### src/rtl/uart_tx_arbiter.sv
// Round-robin arbiter sharing one UART transmitter between NUM_REQ byte sources.
// Optional per-requester lock (reqLast) enabled by defining UART_ARB_LOCK_EN.
module uart_tx_arbiter #(
  parameter int unsigned NUM_REQ     = 4,
  parameter int unsigned DATA_WIDTH  = 8,
  parameter int unsigned ACK_TIMEOUT = 1024
) (
  input  logic                          clk,
  input  logic                          resetN,
  input  logic [NUM_REQ-1:0]            reqValid,
  input  logic [NUM_REQ*DATA_WIDTH-1:0] reqData,
`ifdef UART_ARB_LOCK_EN
  input  logic [NUM_REQ-1:0]            reqLast,
`endif
  output logic [NUM_REQ-1:0]            reqReady,
  output logic [DATA_WIDTH-1:0]         txData,
  output logic                          txStart,
  input  logic                          txBusy,
  output logic [$clog2(NUM_REQ)-1:0]    grantId,
  output logic                          errTimeout
);

  localparam int unsigned IdxW = $clog2(NUM_REQ);
  localparam int unsigned CntW = $clog2(ACK_TIMEOUT);
  localparam logic [CntW-1:0] CntMax = CntW'(ACK_TIMEOUT - 1);

  typedef enum logic [1:0] {StIdle, StStart, StWaitBusy, StWaitIdle} state_e;

  state_e                state_q, state_d;
  logic [IdxW-1:0]       ptr_q, ptr_d;
  logic [CntW-1:0]       cnt_q, cnt_d;
  logic [DATA_WIDTH-1:0] data_q, data_d;
  logic [IdxW-1:0]       gid_q, gid_d;
  logic                  lock_q, lock_d;

  logic                  win_found;
  logic [IdxW-1:0]       win_idx;
  logic [NUM_REQ-1:0]    ready_c;

  function automatic logic [IdxW-1:0] inc_wrap(input logic [IdxW-1:0] v);
    return (32'(v) == NUM_REQ - 1) ? '0 : v + IdxW'(1);
  endfunction

  // First valid requester at or after the pointer, wrapping around.
  always_comb begin
    int unsigned     cand;
    logic [IdxW-1:0] cidx;
    win_found = 1'b0;
    win_idx   = '0;
    cand      = 0;
    cidx      = '0;
    for (int unsigned k = 0; k < NUM_REQ; k++) begin
      cand = (32'(ptr_q) + k) % NUM_REQ;
      cidx = IdxW'(cand);
      if (!win_found && reqValid[cidx]) begin
        win_found = 1'b1;
        win_idx   = cidx;
      end
    end
    if (lock_q) begin
      win_found = reqValid[gid_q];
      win_idx   = gid_q;
    end
  end

  always_comb begin
    state_d    = state_q;
    ptr_d      = ptr_q;
    cnt_d      = cnt_q;
    data_d     = data_q;
    gid_d      = gid_q;
    lock_d     = lock_q;
    ready_c    = '0;
    txStart    = 1'b0;
    errTimeout = 1'b0;
    unique case (state_q)
      StIdle: begin
        if (win_found) begin
          ready_c[win_idx] = 1'b1;
          data_d           = reqData[32'(win_idx)*DATA_WIDTH +: DATA_WIDTH];
          gid_d            = win_idx;
          state_d          = StStart;
`ifdef UART_ARB_LOCK_EN
          // The pointer only moves once a locked burst is released.
          if (reqLast[win_idx]) begin
            lock_d = 1'b0;
            ptr_d  = inc_wrap(win_idx);
          end else begin
            lock_d = 1'b1;
          end
`else
          ptr_d = inc_wrap(win_idx);
`endif
        end
      end
      StStart: begin
        txStart = 1'b1;
        cnt_d   = '0;
        state_d = StWaitBusy;
      end
      StWaitBusy: begin
        if (txBusy) begin
          state_d = StWaitIdle;
        end else if (cnt_q == CntMax) begin
          errTimeout = 1'b1;
          state_d    = StIdle;
          if (lock_q) begin
            lock_d = 1'b0;
            ptr_d  = inc_wrap(gid_q);
          end
        end else begin
          cnt_d = cnt_q + CntW'(1);
        end
      end
      StWaitIdle: begin
        if (!txBusy) state_d = StIdle;
      end
      default: state_d = StIdle;
    endcase
  end

  // Masked during reset so no strobe is shown for a transfer that cannot happen.
  assign reqReady = ready_c & {NUM_REQ{resetN}};
  assign txData   = data_q;
  assign grantId  = gid_q;

  always_ff @(posedge clk or negedge resetN) begin
    if (!resetN) begin
      state_q <= StIdle;
      ptr_q   <= '0;
      cnt_q   <= '0;
      data_q  <= '0;
      gid_q   <= '0;
      lock_q  <= 1'b0;
    end else begin
      state_q <= state_d;
      ptr_q   <= ptr_d;
      cnt_q   <= cnt_d;
      data_q  <= data_d;
      gid_q   <= gid_d;
      lock_q  <= lock_d;
    end
  end

endmodule

### config.mk
export PLATFORM = sky130hd
export DESIGN_NAME = uart_tx_arbiter
export DESIGN_NICKNAME = d
export VERILOG_FILES = /design/src/rtl/uart_tx_arbiter.sv
export SDC_FILE = /design/constraint.sdc
export NUM_CORES = 1
export LEC_CHECK = 0
export ABC_AREA = 1
export CAP_MARGIN = 30
export CELL_PAD_IN_SITES_DETAIL_PLACEMENT = 0
export CELL_PAD_IN_SITES_GLOBAL_PLACEMENT = 1
export CORE_MARGIN = 2
export CORE_UTILIZATION = 35
export DETAILED_ROUTE_END_ITERATION = 16
export HOLD_SLACK_MARGIN = 0.02
export PLACE_DENSITY = 0.95
export SYNTH_ARGS = -nofsm -noshare
export SYNTH_HDL_FRONTEND = slang
export SYNTH_SLANG_ARGS = --single-unit
### constraint.sdc
create_clock -name clk -period 3.3 [get_ports clk]
set_input_delay 0.66 -clock clk [delete_from_list [all_inputs] [get_ports clk]]
set_output_delay 0.66 -clock clk [all_outputs]
set_load 0.03 [all_outputs]
==> results.txt, run 1 <==
The instance count after placement with tap cells included came out at between 400 and 500. After synthesis, the cell types taking the most area are sky130_fd_sc_hd__dfrtp_1 (32%), sky130_fd_sc_hd__nand2_1 (20%), sky130_fd_sc_hd__nand3_1 (12%). The total inserted antenna cells is 0. The largest net degree at the start of global routing is 25. The setup path with the least slack is of type input pin to primary output. Measured along the x axis, the die boundary spans about 77 um. Final hold analysis gives a worst-case slack of 0.490 ns.

The finished layout holds around 430 standard cells, fillers aside. Setup violations remaining at the end of the flow were counted as 0. The setup total negative slack came out at 0 ns. STA classifies the critical path endpoint as a primary output. Subtracting the final worst setup slack from the clock period gives around 3.1 ns. The initial antenna violation count is 0. The clock sink total came out at 24. The startpoint kind of the worst setup timing path is an input pin. The detailed placement HPWL came out at about 3700 um. The biggest fanout along the worst timing path came out at 5. For this design the static power due to leakage is 1.35 nW. The total CTS buffers came out at 3. The count of cell types in the netlist came out at 25.

The delay of the slowest cell on the worst path came out at roughly 0.41 ns. The endpoint required time on the critical path is roughly 2.6 ns. The number of I/O port buffers is between 50 and 60. Max-cap violations in this run came to 0. The detail route stage leaves a number of antenna-violating nets equal to 0. The cell type contributing the most total cell area after synthesis is sky130_fd_sc_hd__dfrtp_1. The iteration-0 DRC count of the detailed router is 129. The cell area after placement is between 0.002 and 0.0025 sq mm. In the routed layout, each cell is associated on average with a via count of ~4.8.

The number of levels the H-tree was split into is 1. The first-pass GRT wire length is 8570 um. The largest individual stage delay along the critical path comes from the cell sky130_fd_sc_hd__clkdlybuf4s50_1. The root buffer cell chosen for the clock tree is sky130_fd_sc_hd__clkbuf_8. The average size of a mapped cell came out at roughly 6.2 sq um. The post-route fraction of the period consumed by the critical path is slightly above 90%. On the critical path the largest part of the delay comes from simple AND/OR/NAND/NOR gates. The routability congestion estimate came out at 0.817. The highest clock rate came out at between 300 and 400 MHz. The final global-route overflow total came out at 0.

The top cell types in the final layout, fill and taps aside, are sky130_fd_sc_hd__nand2_1 (100), sky130_fd_sc_hd__inv_1 (60), sky130_fd_sc_hd__clkdlybuf4s50_1 (50), sky130_fd_sc_hd__nand3_1 (46), sky130_fd_sc_hd__dfrtp_1 (24). The summed instance area of the synthesized netlist is 0.00188 sq mm. Setup repair after global routing left no endpoint under its margin. The clock latency of the later-clocked register in the worst-skew pair came out at between 0.2 and 0.3 ns. The overall track demand over capacity in global routing is between 15 and 20%. The routed wire length is between 4000 and 5000 um.

The number of buffers and inverters on the critical path is 3. The most common library cell in the layout ignoring fill and taps is sky130_fd_sc_hd__nand2_1. The flip-flop and latch count after synthesis is 24. Dividing the detail-routed wire length by the instance count gives 11.2 um. The tightest min-delay check is of the register to register type. The clock slew at the register clock pins of the worst setup and hold paths is around 0.090 ns. The number of nets handed over by synthesis was around 340. The fraction of final layout cells sized beyond drive strength 1 came out at roughly 8.1%. At the end of the flow the core is filled with cells to between 40% and 50%. The die covers approximately 0.006 sq mm. The worst setup skew after layout came out at roughly 0.0057 ns. The relative slew slack came out at 56.5%. The core box area came out at between 0.005 and 0.006 sq mm.

Relative to the synthesized area, the layout overhead comes to 36.2%. Fill cells in the final layout number 563. Synthesis produced between 300 and 400 cells. The number of global-route vias before repair is 1970.

The synthesis warning total came out at 0. The clock passes through at most 2 buffers. The floorplan step set the die height to just under 80 um. Power spread over the standard cell area amounts to between 900 and 1000 mW/mm^2. After the last flow step, the layout net total stands at roughly 400. For this run, design rule violations remaining after detail routing come to 0. The number of I/O pins came out at 55. The finished cells cover 0.00257 sq mm. The clock tree from TritonCTS is yes.

The initial core utilization came out at between 30% and 40%. The first-pass iteration count of the detailed router came out at 4. The final hold violation count came out at 0. The final-report max-slew violation count came out at 0. The total number of placement rows is 26.

The via total after detailed routing is a little over 2000. The synthesized design devotes to its leading area cell type a little under a third of total area. The peak supply drop came out at 747 uV.

The sequential element share of the synthesized area came out at 31.9%. The worst endpoint data arrival time came out at around 2.4 ns. The flow ran to the end, and the final reports show no timing, DRC or antenna violations.

The critical path's most frequent cell is sky130_fd_sc_hd__nand3_1. The slew at the pin closest to its max-slew limit is approximately 0.65 ns. The signal on the critical path passes through clkdlybuf4s50_1, inv_1, nand2_1, nand3_1, nand2_2, nor2_4, nand3_1, nand3_2, ha_1, nor3b_1, buf_4.
tightest hold or removal path, cell delays in order, from the launching register on:
cell	delay [ns]
sky130_fd_sc_hd__dfrtp_1	0.35
sky130_fd_sc_hd__nand2_1	0.05
sky130_fd_sc_hd__nand2_1	0.06
through the flow:
step	power, mW	setup WS, ns
6_report	2.52	0.248
5_1_grt	2.81	0.0276
3_3_place_gp	2.26	0.227
4_1_cts	2.55	0.165
2_1_floorplan	1.82	0.294
3_5_place_dp	2.29	0.177
sequential cells by signal, summed over array words and instances, names as in the netlist:
signal / flops
cnt_q: 10
txData: 8
grantId: 2
ptr_q: 2
state_q: 2
where the power goes:
part           switching [mW]  internal, mW
Clock                  0.0950         0.162
Sequential             0.0813         0.398
Combinational            1.14         0.647
Total                    1.32          1.21
cells by family (layout without fill, tap and decap cells):
| group | Yosys count | in the layout | synth area share (%) |
|---|---|---|---|
| compound gates | 20 | 20 | 5.64 |
| xor+xnor | 2 | 2 | 0.930 |
| fa+ha+maj | 2 | 2 | 1.33 |
| buf+inv | 73 | 129 | 16.2 |
| flops | 24 | 24 | 31.9 |
| simple gates | 182 | 182 | 44.0 |
repair_timing:
item | in CTS | in global routing
gates resized for setup | 0 | 1
setup endpoints to repair | 0 | 1
setup buffers | 0 | 0
hold buffers | 0 | 0
cell usage after synthesis (all sizes together):
| master | n |
|---|---|
| nand2 | 105 |
| nor2 | 12 |
| nor4 | 4 |
| dfrtp | 24 |
| nor3b | 1 |
| a21oi | 3 |
| nand3 | 49 |
| ha | 2 |
| nand4 | 8 |
| buf | 9 |
| a31oi | 1 |
| o21ai | 14 |
| o21a | 1 |
| inv | 64 |
| nor3 | 3 |
| xor2 | 2 |
| a21boi | 1 |
worst paths after layout:
check,slack (ns),end,from,cells past startpoint
worst max-delay path,0.25,reqReady[3],reqValid[1],11
worst min-delay path,0.49,txData[5],txData[5],2
worst max register to register,1.25,txData[5],ptr_q[0],14
worst min register to register,0.49,txData[5],txData[5],2
max in group asynchronous,2.21,ptr_q[0],resetN,2
min in group asynchronous,0.84,cnt_q[5],resetN,2
routing by layer:
layer | vias up | GRT usage [%] | wire length (um)
li1 | 1055 | - | -
met1 | 949 | 22.8 | 2230
met2 | 48 | 29.2 | 2280
met3 | 4 | 2.09 | 260
met4 | 0 | 2.86 | 38
met5 | - | 0 | 0
final cells by class:
class / count / area, sq um / share of cell area, %
clock buffers: 3 / 41.3 / 1.61
clock inverters: 1 / 30.0 / 1.17
inverters: 64 / 240 / 9.36
multi-input cells: 206 / 983 / 38.3
flip-flops and latches: 24 / 601 / 23.4
well taps: 70 / 87.6 / 3.41
repair buffers: 61 / 583 / 22.7
No activity file was read; power rests on OpenSTA's default activity.
==> inputs of run 2 (changes only) <==
- CELL_PAD_IN_SITES_DETAIL_PLACEMENT: 0 -> not set
- CELL_PAD_IN_SITES_GLOBAL_PLACEMENT: 1 -> not set
- CORE_UTILIZATION: 35 -> 51
==> run 2 against run 1 <==
Net effect:
- routed wire length is 0.56% lower
- clock skew is 0.0040 ns lower
- clock power is 2% lower
- register-to-register slack worse by 0.03 ns
- sequential share of layout area is 0.25 points higher
- power is 0.47% higher
==> results.txt, run 2 (synthesized netlist as in run 1, its figures left out) <==
The flow ran to the end, and the final reports show no timing, DRC or antenna violations. The most critical setup path has its endpoint at reqReady[1]. The class of the tightest hold or removal check is register to register. At the end of routability-driven placement, the weighted congestion stood at 0.948.

After the last flow step, the layout net total stands at 401. The iteration-0 DRC count of the detailed router came out at between 100 and 150. The category of the worst setup path capture point is a primary output.

The multi-input logic area is around 980 sq um. The count of buffering cells on the critical path with inverters included is 4. CTS built an H-tree with a depth of 1. The worst setup skew after layout came out at roughly 0.0017 ns. In the layout the commonest cells are sky130_fd_sc_hd__nand2_1 (100), sky130_fd_sc_hd__inv_1 (60), sky130_fd_sc_hd__clkdlybuf4s50_1 (50), sky130_fd_sc_hd__nand3_1 (47), sky130_fd_sc_hd__dfrtp_1 (24). The routed wire length came out at 4780 um.

The routed length per instance came out at 11.8 um. Entering global routing, the biggest net connects 25 pins. After routing the design area is around 0.0025 sq mm. The first-pass iteration count of the detailed router came out at 4. The final global-route overflow total is 0. The critical setup path kind is input pin to primary output.

The total CTS buffers came out at 3. The number of I/O port buffers is 54. The detailed placement HPWL is roughly 3800 um. The number of flip-flops under the largest register name came out at 10. Counting stages on the worst path, the most repeated cell is sky130_fd_sc_hd__nand3_1. The area taken by flip-flops and latches is 601 sq um. The relative slew slack came out at 58.2%. The utilization after layout is between 70 and 80%. The internal cell power came out at about 1.2 mW. The final hold violation count came out at 0. The root buffer cell chosen for the clock tree is sky130_fd_sc_hd__clkbuf_8. The most common library cell in the layout ignoring fill and taps is sky130_fd_sc_hd__nand2_1. The number of I/O pins came out at 55. The largest single stage delay on the critical path is 0.48 ns. The cell area after placement is between 0.002 and 0.0025 sq mm. The first-pass GRT wire length is roughly 8500 um. The clock sink total came out at 24. The clock period minus worst slack came out at 3.09 ns. Dividing the final minimum period by the clock period gives 93.7%. The setup total negative slack came out at 0 ns. The via total after detailed routing is ~2100.

The peak supply drop is roughly 630 uV. The clock network power share came out at around a tenth. The highest clock rate is around 320 MHz.

The number of global-route vias before repair was roughly 2100. Cells with a size suffix above 1 make up 8.08% of the layout. The count of filler cells inserted in the layout is approximately 300. In this run the critical register-to-register path is launched from ptr_q[0].

The initial antenna violation count came out at 0. After the flow finishes, the layout carries non-filler instances totaling around 400. The power share of the combinational group came out at between 70% and 80%. The instance count after placement with tap cells included is around 400. The slew at the pin closest to its max-slew limit is 0.621 ns. The worst-case setup margin in the final layout is between 0.2 and 0.25 ns. The floorplan step set the die height to roughly 65 um. The floorplan has 22 rows. The leakage power summed over all cells is around 1.4 nW. The critical path goes through clkdlybuf4s50_1, inv_1, nand2_1, nand3_1, nand2_1, inv_1, nand3_1, nand3_1, nor4_1, buf_4. 0 antenna diodes ended up in the layout.

The core box area came out at between 0.003 and 0.004 sq mm. Final hold analysis gives a worst-case slack of roughly 0.5 ns. Across the run, the number of max-cap violations was 0.

STA puts the critical path data required time at between 2 and 3 ns. Among all stages on the critical path, the largest delay is contributed by sky130_fd_sc_hd__clkdlybuf4s50_1. The overall track demand over capacity in global routing came out at 25.3%. The die outline width came out at between 60 and 70 um. The deepest clock path buffer count is 2.

For this run, design rule violations remaining after detail routing come to 0. The start point of the critical path is reqValid[1]. The die outline area came out at between 0.004 and 0.005 sq mm.

The critical path's top delay family is simple AND/OR/NAND/NOR gates. TritonCTS built the clock tree. The worst endpoint data arrival time is about 2.4 ns. The clock latency of the later-clocked register in the worst-skew pair came out at about 0.27 ns. The biggest fanout along the worst timing path came out at 5. The power density over the cells came out at roughly 1000 mW/mm^2.

The setup violation total in the final timing report is 0. For the worst flop-to-flop path, the logic depth is 14. Once detail routing completed, the nets flagged for antenna violations numbered 0.

In this run the critical register-to-register path is captured at txData[2]. The final-report max-slew violation count is 0. The switching power summed over all nets is ~1.3 mW.

The via density per instance came out at roughly 5.2. Once the floorplan was initialized, standard cells occupied a little over half of the core. Setup repair after global routing left no endpoint under its margin. Relative to the synthesized area, the layout overhead comes to 34.7%.

The worst register-to-register path has a setup slack of 1.22 ns. The count of hold-fix buffers inserted at cts is 0. Clock-pin slew was measured on the worst setup and hold paths at ~0.080 ns. The overall power came out at 2.54 mW. The most flop-heavy register is cnt_q. STA classifies the critical path startpoint as an input pin. In this run, flip-flops and latches consume about a fifth of the power. Timing analysis after detailed placement gives a worst setup slack of between 0.2 and 0.25 ns. The number of cells on the critical path is 10. The switching share of power came out at between 50% and 60%.
run 2: cell types whose count changed in the layout (fill, tap and decap cells not counted):
cell / change
sky130_fd_sc_hd__nand3_1: +1
sky130_fd_sc_hd__nor3b_2: +1
sky130_fd_sc_hd__nand3_2: -1
sky130_fd_sc_hd__nor3b_1: -1
run 2: timing repair:
action                                  in CTS  in global routing
buffers inserted                             0                  0
endpoints found under the setup margin       0                  1
resized for setup                            0                  1
hold endpoints to repair                     0                  0
run 2: per-layer routing:
layer | part of all wire (%) | GRT usage (%) | vias to the layer above
met1 | 41 | 30.3 | 976
met2 | 51 | 47.3 | 85
met3 | 6.5 | 4.17 | 10
met4 | 1.8 | 5.05 | 0
li1 | - | - | 1053
met5 | 0 | 0 | -
run 2: power groups by stage:
stage	Clock (mW)	Combinational [mW]	Sequential (mW)
2_1_floorplan	0	1.25	0.575
3_3_place_gp	0	1.73	0.483
3_5_place_dp	0	1.79	0.488
4_1_cts	0.261	1.80	0.482
5_1_grt	0.272	2.02	0.496
6_report	0.253	1.80	0.483
run 2: tightest hold or removal path, delay by kind of cell, from the launching register on:
family	cells	cell delay, ns
flops	1	0.35
simple gates	2	0.11
run 2: layout make-up:
cell class,count,share of cell area (%)
Timing Repair Buffer,61,23.0
Sequential cell,24,23.7
Clock inverter,1,1.18
Multi-Input combinational cell,206,38.7
Tap cell,48,2.37
Inverter,64,9.46
Clock buffer,3,1.63
run 2: how the worst min path moves through the flow:
| stage | from | to | cells after the start |
|---|---|---|---|
| final | txData[6] | txData[6] | 2 |
| after detailed placement | txData[6] | txData[6] | 2 |
| after CTS | txData[6] | txData[6] | 2 |
| after global routing | txData[6] | txData[6] | 2 |
| after global placement | txData[6] | txData[6] | 2 |
| after floorplan | resetN | cnt_q[0] | 0 |
